## src/rtl/sha1_round_ctrl.sv

```systemverilog
`default_nettype none
// ============================================================================
// Module   : sha1_round_ctrl
// Brief    : SHA-1 compression sequencer. Captures a 512-bit block on start,
//            runs 80 rounds at one round per clock, folds the result into
//            H0..H4 and presents the 160-bit digest with a done flag.
//            Optional cycle counter is enabled by defining SHA1_PERF_COUNT_EN.
// Revision : 1.0 - initial release
// ============================================================================
module sha1_round_ctrl #(
  parameter logic [31:0] IV_H0 = 32'h67452301,
  parameter logic [31:0] IV_H1 = 32'hEFCDAB89,
  parameter logic [31:0] IV_H2 = 32'h98BADCFE,
  parameter logic [31:0] IV_H3 = 32'h10325476,
  parameter logic [31:0] IV_H4 = 32'hC3D2E1F0
) (
  input  logic         wb_clk_i,
  input  logic         reset,
  input  logic         start,
  input  logic         init,
  input  logic         abort,
  input  logic [511:0] message,
  output logic         busy,
  output logic         done,
  output logic         panic,
  output logic [6:0]   loop_idx,
  output logic [159:0] digest
`ifdef SHA1_PERF_COUNT_EN
  ,
  output logic [31:0]  perf_cycles
`endif
);

  // Round constants, one per 20-round band
  localparam logic [31:0] c_K0 = 32'h5A827999;
  localparam logic [31:0] c_K1 = 32'h6ED9EBA1;
  localparam logic [31:0] c_K2 = 32'h8F1BBCDC;
  localparam logic [31:0] c_K3 = 32'hCA62C1D6;
  localparam logic [6:0]  c_LAST_ROUND = 7'd79;

  typedef enum logic [1:0] {
    ST_IDLE  = 2'd0,
    ST_ROUND = 2'd1,
    ST_FINAL = 2'd2,
    ST_DONE  = 2'd3
  } state_t;

  state_t      r_state;
  logic        r_busy;
  logic        r_done;
  logic        r_panic;
  logic [6:0]  r_loop_idx;

  // Chaining state and working registers
  logic [31:0] r_h0, r_h1, r_h2, r_h3, r_h4;
  logic [31:0] r_a, r_b, r_c, r_d, r_e;

  // Schedule window: r_w[0] always holds W[t] for the round being executed,
  // r_w[1..15] hold W[t+1..t+15]. Each round appends W[t+16], so no
  // separate t<16 path is needed.
  logic [31:0] r_w [16];

  logic [31:0] w_msg_word [16];
  logic [31:0] w_f;
  logic [31:0] w_k;
  logic [31:0] w_tmp;
  logic [31:0] w_sched_x;
  logic [31:0] w_sched_next;

  // Slice the incoming block into its sixteen 32-bit words
  genvar gi;
  for (gi = 0; gi < 16; gi++) begin : g_msg_word
    assign w_msg_word[gi] = message[32*gi +: 32];
  end

  // Next schedule word W[t+16] = ROTL1(W[t+13]^W[t+8]^W[t+2]^W[t])
  assign w_sched_x    = r_w[13] ^ r_w[8] ^ r_w[2] ^ r_w[0];
  assign w_sched_next = {w_sched_x[30:0], w_sched_x[31]};

  // Round function and constant selected by the current round band
  always_comb begin
    w_f = 32'h0;
    w_k = 32'h0;
    if (r_loop_idx < 7'd20) begin
      w_f = (r_b & r_c) | (~r_b & r_d);
      w_k = c_K0;
    end else if (r_loop_idx < 7'd40) begin
      w_f = r_b ^ r_c ^ r_d;
      w_k = c_K1;
    end else if (r_loop_idx < 7'd60) begin
      w_f = (r_b & r_c) | (r_b & r_d) | (r_c & r_d);
      w_k = c_K2;
    end else begin
      w_f = r_b ^ r_c ^ r_d;
      w_k = c_K3;
    end
  end

  assign w_tmp = {r_a[26:0], r_a[31:27]} + w_f + r_e + w_k + r_w[0];

  // Sequencer: block capture, round iteration, chaining fold and status flags
  always_ff @(posedge wb_clk_i or posedge reset) begin
    if (reset) begin
      r_state    <= ST_IDLE;
      r_busy     <= 1'b0;
      r_done     <= 1'b0;
      r_panic    <= 1'b0;
      r_loop_idx <= 7'd0;
      r_h0       <= IV_H0;
      r_h1       <= IV_H1;
      r_h2       <= IV_H2;
      r_h3       <= IV_H3;
      r_h4       <= IV_H4;
      r_a        <= 32'h0;
      r_b        <= 32'h0;
      r_c        <= 32'h0;
      r_d        <= 32'h0;
      r_e        <= 32'h0;
      for (int i = 0; i < 16; i++) begin
        r_w[i] <= 32'h0;
      end
    end else if (abort) begin
      // Abort overrides everything, including a simultaneous start.
      // H is left alone so a chained retry resumes from the pre-block state.
      r_state    <= ST_IDLE;
      r_busy     <= 1'b0;
      r_done     <= 1'b0;
      r_panic    <= 1'b0;
      r_loop_idx <= 7'd0;
    end else begin
      case (r_state)
        ST_IDLE, ST_DONE: begin
          if (start) begin
            for (int i = 0; i < 16; i++) begin
              r_w[i] <= w_msg_word[i];
            end
            if (init) begin
              r_h0 <= IV_H0;
              r_h1 <= IV_H1;
              r_h2 <= IV_H2;
              r_h3 <= IV_H3;
              r_h4 <= IV_H4;
              r_a  <= IV_H0;
              r_b  <= IV_H1;
              r_c  <= IV_H2;
              r_d  <= IV_H3;
              r_e  <= IV_H4;
            end else begin
              r_a  <= r_h0;
              r_b  <= r_h1;
              r_c  <= r_h2;
              r_d  <= r_h3;
              r_e  <= r_h4;
            end
            r_done     <= 1'b0;
            r_busy     <= 1'b1;
            r_loop_idx <= 7'd0;
            r_state    <= ST_ROUND;
          end
        end

        ST_ROUND: begin
          if (start) begin
            r_panic <= 1'b1;
          end
          r_e <= r_d;
          r_d <= r_c;
          r_c <= {r_b[1:0], r_b[31:2]};
          r_b <= r_a;
          r_a <= w_tmp;
          for (int i = 0; i < 15; i++) begin
            r_w[i] <= r_w[i+1];
          end
          r_w[15] <= w_sched_next;
          if (r_loop_idx == c_LAST_ROUND) begin
            r_loop_idx <= 7'd0;
            r_state    <= ST_FINAL;
          end else begin
            r_loop_idx <= r_loop_idx + 7'd1;
          end
        end

        ST_FINAL: begin
          if (start) begin
            r_panic <= 1'b1;
          end
          r_h0    <= r_h0 + r_a;
          r_h1    <= r_h1 + r_b;
          r_h2    <= r_h2 + r_c;
          r_h3    <= r_h3 + r_d;
          r_h4    <= r_h4 + r_e;
          r_busy  <= 1'b0;
          r_done  <= 1'b1;
          r_state <= ST_DONE;
        end

        default: begin
          r_state <= ST_IDLE;
        end
      endcase
    end
  end

  assign busy     = r_busy;
  assign done     = r_done;
  assign panic    = r_panic;
  assign loop_idx = r_loop_idx;
  assign digest   = {r_h4, r_h3, r_h2, r_h1, r_h0};

`ifdef SHA1_PERF_COUNT_EN
  logic [31:0] r_perf_cycles;

  // Saturating count of busy clocks; survives start, cleared by abort
  always_ff @(posedge wb_clk_i or posedge reset) begin
    if (reset) begin
      r_perf_cycles <= 32'h0;
    end else if (abort) begin
      r_perf_cycles <= 32'h0;
    end else if (r_busy && (r_perf_cycles != 32'hFFFFFFFF)) begin
      r_perf_cycles <= r_perf_cycles + 32'd1;
    end
  end

  assign perf_cycles = r_perf_cycles;
`endif

endmodule
`default_nettype wire

```

## config.mk

```make
export PLATFORM = sky130hd
export DESIGN_NAME = sha1_round_ctrl
export DESIGN_NICKNAME = d
export VERILOG_FILES = /design/src/rtl/sha1_round_ctrl.sv
export SDC_FILE = /design/constraint.sdc
export NUM_CORES = 2
export LEC_CHECK = 0
export BUFFER_PORTS_ARGS = -buffer_cell sky130_fd_sc_hd__buf_4
export CAP_MARGIN = 20
export CORE_ASPECT_RATIO = 0.9
export CORE_MARGIN = 2
export CORE_UTILIZATION = 50
export CTS_CLUSTER_DIAMETER = 50
export CTS_CLUSTER_SIZE = 10
export DETAILED_ROUTE_END_ITERATION = 6
export GPL_ROUTABILITY_DRIVEN = 1
export PLACE_DENSITY = 0.8
export SYNTH_ARGS = -nofsm -noshare
export SYNTH_HDL_FRONTEND = slang
export SYNTH_SLANG_ARGS = --single-unit
```

## constraint.sdc

```tcl
create_clock -name wb_clk_i -period 35.5 [get_ports wb_clk_i]
set_clock_uncertainty 0.05 [all_clocks]
set_input_delay 1.775 -clock wb_clk_i [delete_from_list [all_inputs] [get_ports wb_clk_i]]
set_output_delay 1.775 -clock wb_clk_i [all_outputs]
set_load 0.01 [all_outputs]
```

==> impl_metrics.env <==
export IMPL_endpoint_kind="flop"
export IMPL_holdBufCountCts=0
export IMPL_stdcell_count=7466
export IMPL_grt_pass1_wl_um=278000
export IMPL_cts_resized_gates=0
export IMPL_crit_start="loop_idx[5]"
export IMPL_r2r_end="r_a[29]"
export IMPL_tns_ns=0
export IMPL_critical_path_top_delay_family="compound AO/OA/AOI/OAI gates"
export IMPL_synth_async_reset_ratio_pct=100
export IMPL_r2r_setup_slack_ns=28.23
export IMPL_grt_start_max_net_pins=177
export IMPL_finalCritPeriodShare_pct=20.5
export IMPL_slowest_delay_ns=0.73
export IMPL_finalInstanceArea_um2=60700
export IMPL_path_depth=22
export IMPL_overflow=0
export IMPL_htreeDepth=3
export IMPL_yosys_area_top_type_share_pct=37.5
export IMPL_cp_arrival_ns=7.79
export IMPL_wl_per_cell_um=25.6
export IMPL_dpl_worst_slack_ns=28.42
export IMPL_critPathLaunchType="flop"
export IMPL_drive_above_1_share_pct=16.8
export IMPL_die_w_um=340
export IMPL_buffer_ports_inserted=686
export IMPL_clock_sinks=844
export IMPL_wl_um=191000
export IMPL_r2r_start="loop_idx[5]"
export IMPL_post_cts_buffers=0
export IMPL_whs_ns=0.429
export IMPL_hold_viol_final=0
export IMPL_slew_headroom_pct=22.5
export IMPL_fin_total_pwr_mw=7.70
export IMPL_synth_seq_cells=844
export IMPL_syn_mean_instance_area_um2=9.31
export IMPL_drcViolationCount=0
export IMPL_hold_path_class="reg -> reg"
export IMPL_setup_ws_ns=28.23
export IMPL_place_hpwl_um=146000
export IMPL_clock_path_buffers=3
export IMPL_status="finished clean"
export IMPL_firstDrtPassIters=6
export IMPL_die_area_um2=104000
export IMPL_core_region_area_um2=101000
export IMPL_rsz0062_at_grt="false"
export IMPL_ys_warn_count=0
export IMPL_reg2reg_depth=22
export IMPL_crit_type="reg -> reg"
export IMPL_cts_made_buffers=111
export IMPL_crit_chain="a41oi_1, buf_4, nand2_1, inv_1, nor2_1, buf_4, a221oi_1, fa_1, fa_1, inv_1, ha_1, inv_1, fa_1, nor2b_1, o31a_1, o21ai_0, a2111o_1, a21oi_1, a211oi_1, or3_1, a31o_2, o21ai_0"
export IMPL_rows=111
export IMPL_cts_root_buf="clkbuf_16"
export IMPL_clkSlewWorstSetupHoldPaths_ns=0.06
export IMPL_yosysTopAreaCell="dfrtp_1"
export IMPL_track_usage_pct=35.8
export IMPL_fin_util_pct=59.9
export IMPL_fmax_mhz=138
export IMPL_dpl_cell_count=7238
export IMPL_critPathBufInv=5
export IMPL_drv_slew=0
export IMPL_areaGrowthSynthToFinish_pct=19.2
export IMPL_synth_cell_types=90
export IMPL_ys_top_cells_by_area="dfrtp_1 38%, mux2i_1 9.9%, o21ai_0 8.9%, nand2_1 6.2%, fa_1 4.9%"
export IMPL_netlist_instances=5470
export IMPL_setup_viol_count_final=0
export IMPL_final_common_cell="o21ai_0"
export IMPL_synth_seq_area_share_pct=41.7
export IMPL_io_pins=687
export IMPL_synthFlopType="dfrtp_1"
export IMPL_viasPerCell=5.95
export IMPL_worst_path_max_fanout=20
export IMPL_netlist_area_um2=50900
export IMPL_layout_nets=6837
export IMPL_clkLatencyLatePin_ns=0.72
export IMPL_dpl_cell_area_um2=57000
export IMPL_gp_congestion=0.993
export IMPL_worst_pin_slew_ns=1.16
export IMPL_vias=44400
export IMPL_initial_utilization_pct=50.2
export IMPL_layout_common_cells="903 x o21ai_0, 845 x nand2_1, 764 x dfrtp_1, 729 x buf_4, 504 x mux2i_1"
export IMPL_critPathRequiredTime_ns=36.03
export IMPL_antenna_found_initial=65
export IMPL_p_per_area_nw_per_um2=127
export IMPL_die_y_um=307
export IMPL_drv_cap=0
export IMPL_endpoint="r_a[29]"
export IMPL_synth_fp_nets=6308
export IMPL_cp_slowest_cell="inv_1"
export IMPL_synth_edf_count=0
export IMPL_final_antenna_net_count=0
export IMPL_period_minus_slack_ns=7.27
export IMPL_vdd_drop_max_v=0.0000844
export IMPL_tritoncts="done"
export IMPL_power_leakage_nw=28.0
export IMPL_drtIter0Drc=4190
export IMPL_first_global_vias=42900
-- synth_stat cells, types with 80 or more instances --
library cell and number:
mux2i_1 504, o21ai_0 903, nand2_1 846, nor2_1 191, ha_1 196, fa_1 125
inv_1 250, a21oi_1 273, dfstp_2 80, clkbuf_1 294, dfrtp_1 764, xnor2_1 165
or3_1 93
-- final cells by class --
class / count / area [µm²]
Fill cell: 8713 / 40700
Multi-Input combinational cell: 4058 / 27600
Sequential cell: 844 / 21200
Timing Repair Buffer: 734 / 5600
Clock buffer: 134 / 2920
Tap cell: 1356 / 1700
Inverter: 250 / 948
Clock inverter: 40 / 608
Antenna cell: 50 / 125
-- registers in the layout, indices dropped and copies added (netlist names) --
signal and cells:
r_h0 32, busy 1, r_d 32, done 1, r_e 32, loop_idx 7
r_b 32, r_state 2, r_w 512, r_a 32, r_h1 32, r_c 32
r_h3 32, panic 1, r_h2 32, r_h4 32
-- worst reg2reg max path: cells and delay by family, from the launching register on --
kind	cells	cell delay [ns]
and+or+nand+nor	4	1.14
buffers and inverters	5	1.38
adders and majority gates	4	1.59
DFF	1	0.47
AOI/OAI and AO/OA	9	2.50
-- per-layer routing --
metal	global-route usage [%]	routed length, µm
met5	0	191
met4	21.3	12100
met3	8.80	17000
met2	57.8	90300
met1	43.5	71300
-- cell families (layout without fill, tap and decap cells) --
group	after synthesis	count (layout)	synth area share, %
AO/OA/AOI/OAI	1592	1592	18.2
AND/OR/NAND/NOR	1404	1404	12.2
flip-flops	844	844	41.7
buffers and inverters	568	1158	4.20
multiplexers	514	514	10.1
adder cells (fa/ha/maj)	321	321	9.73
XOR/XNOR	227	227	3.90
other	0	50	0
-- how the worst min path moves through the flow --
| stage | end | startpoint | cells past startpoint | slack [ns] |
|---|---|---|---|---|
| after floorplan | r_w[0] | r_w[0] | 2 | 0.40 |
| after global placement | r_w[321] | r_w[321] | 2 | 0.41 |
| after detailed placement | r_w[176] | r_w[176] | 2 | 0.42 |
| after CTS | r_w[344] | r_w[344] | 2 | 0.43 |
| after global routing | r_w[319] | r_w[319] | 2 | 0.45 |
| final | r_w[54] | r_w[54] | 2 | 0.43 |
-- report_power, final --
group	leakage [nW]	switching [mW]	internal, mW
combinational	15.8	2.62	1.89
sequential	10.4	0.654	1.42
clock	1.70	0.450	0.662
total	28.0	3.73	3.97
Note: power is estimated with default switching activity, not from simulation.
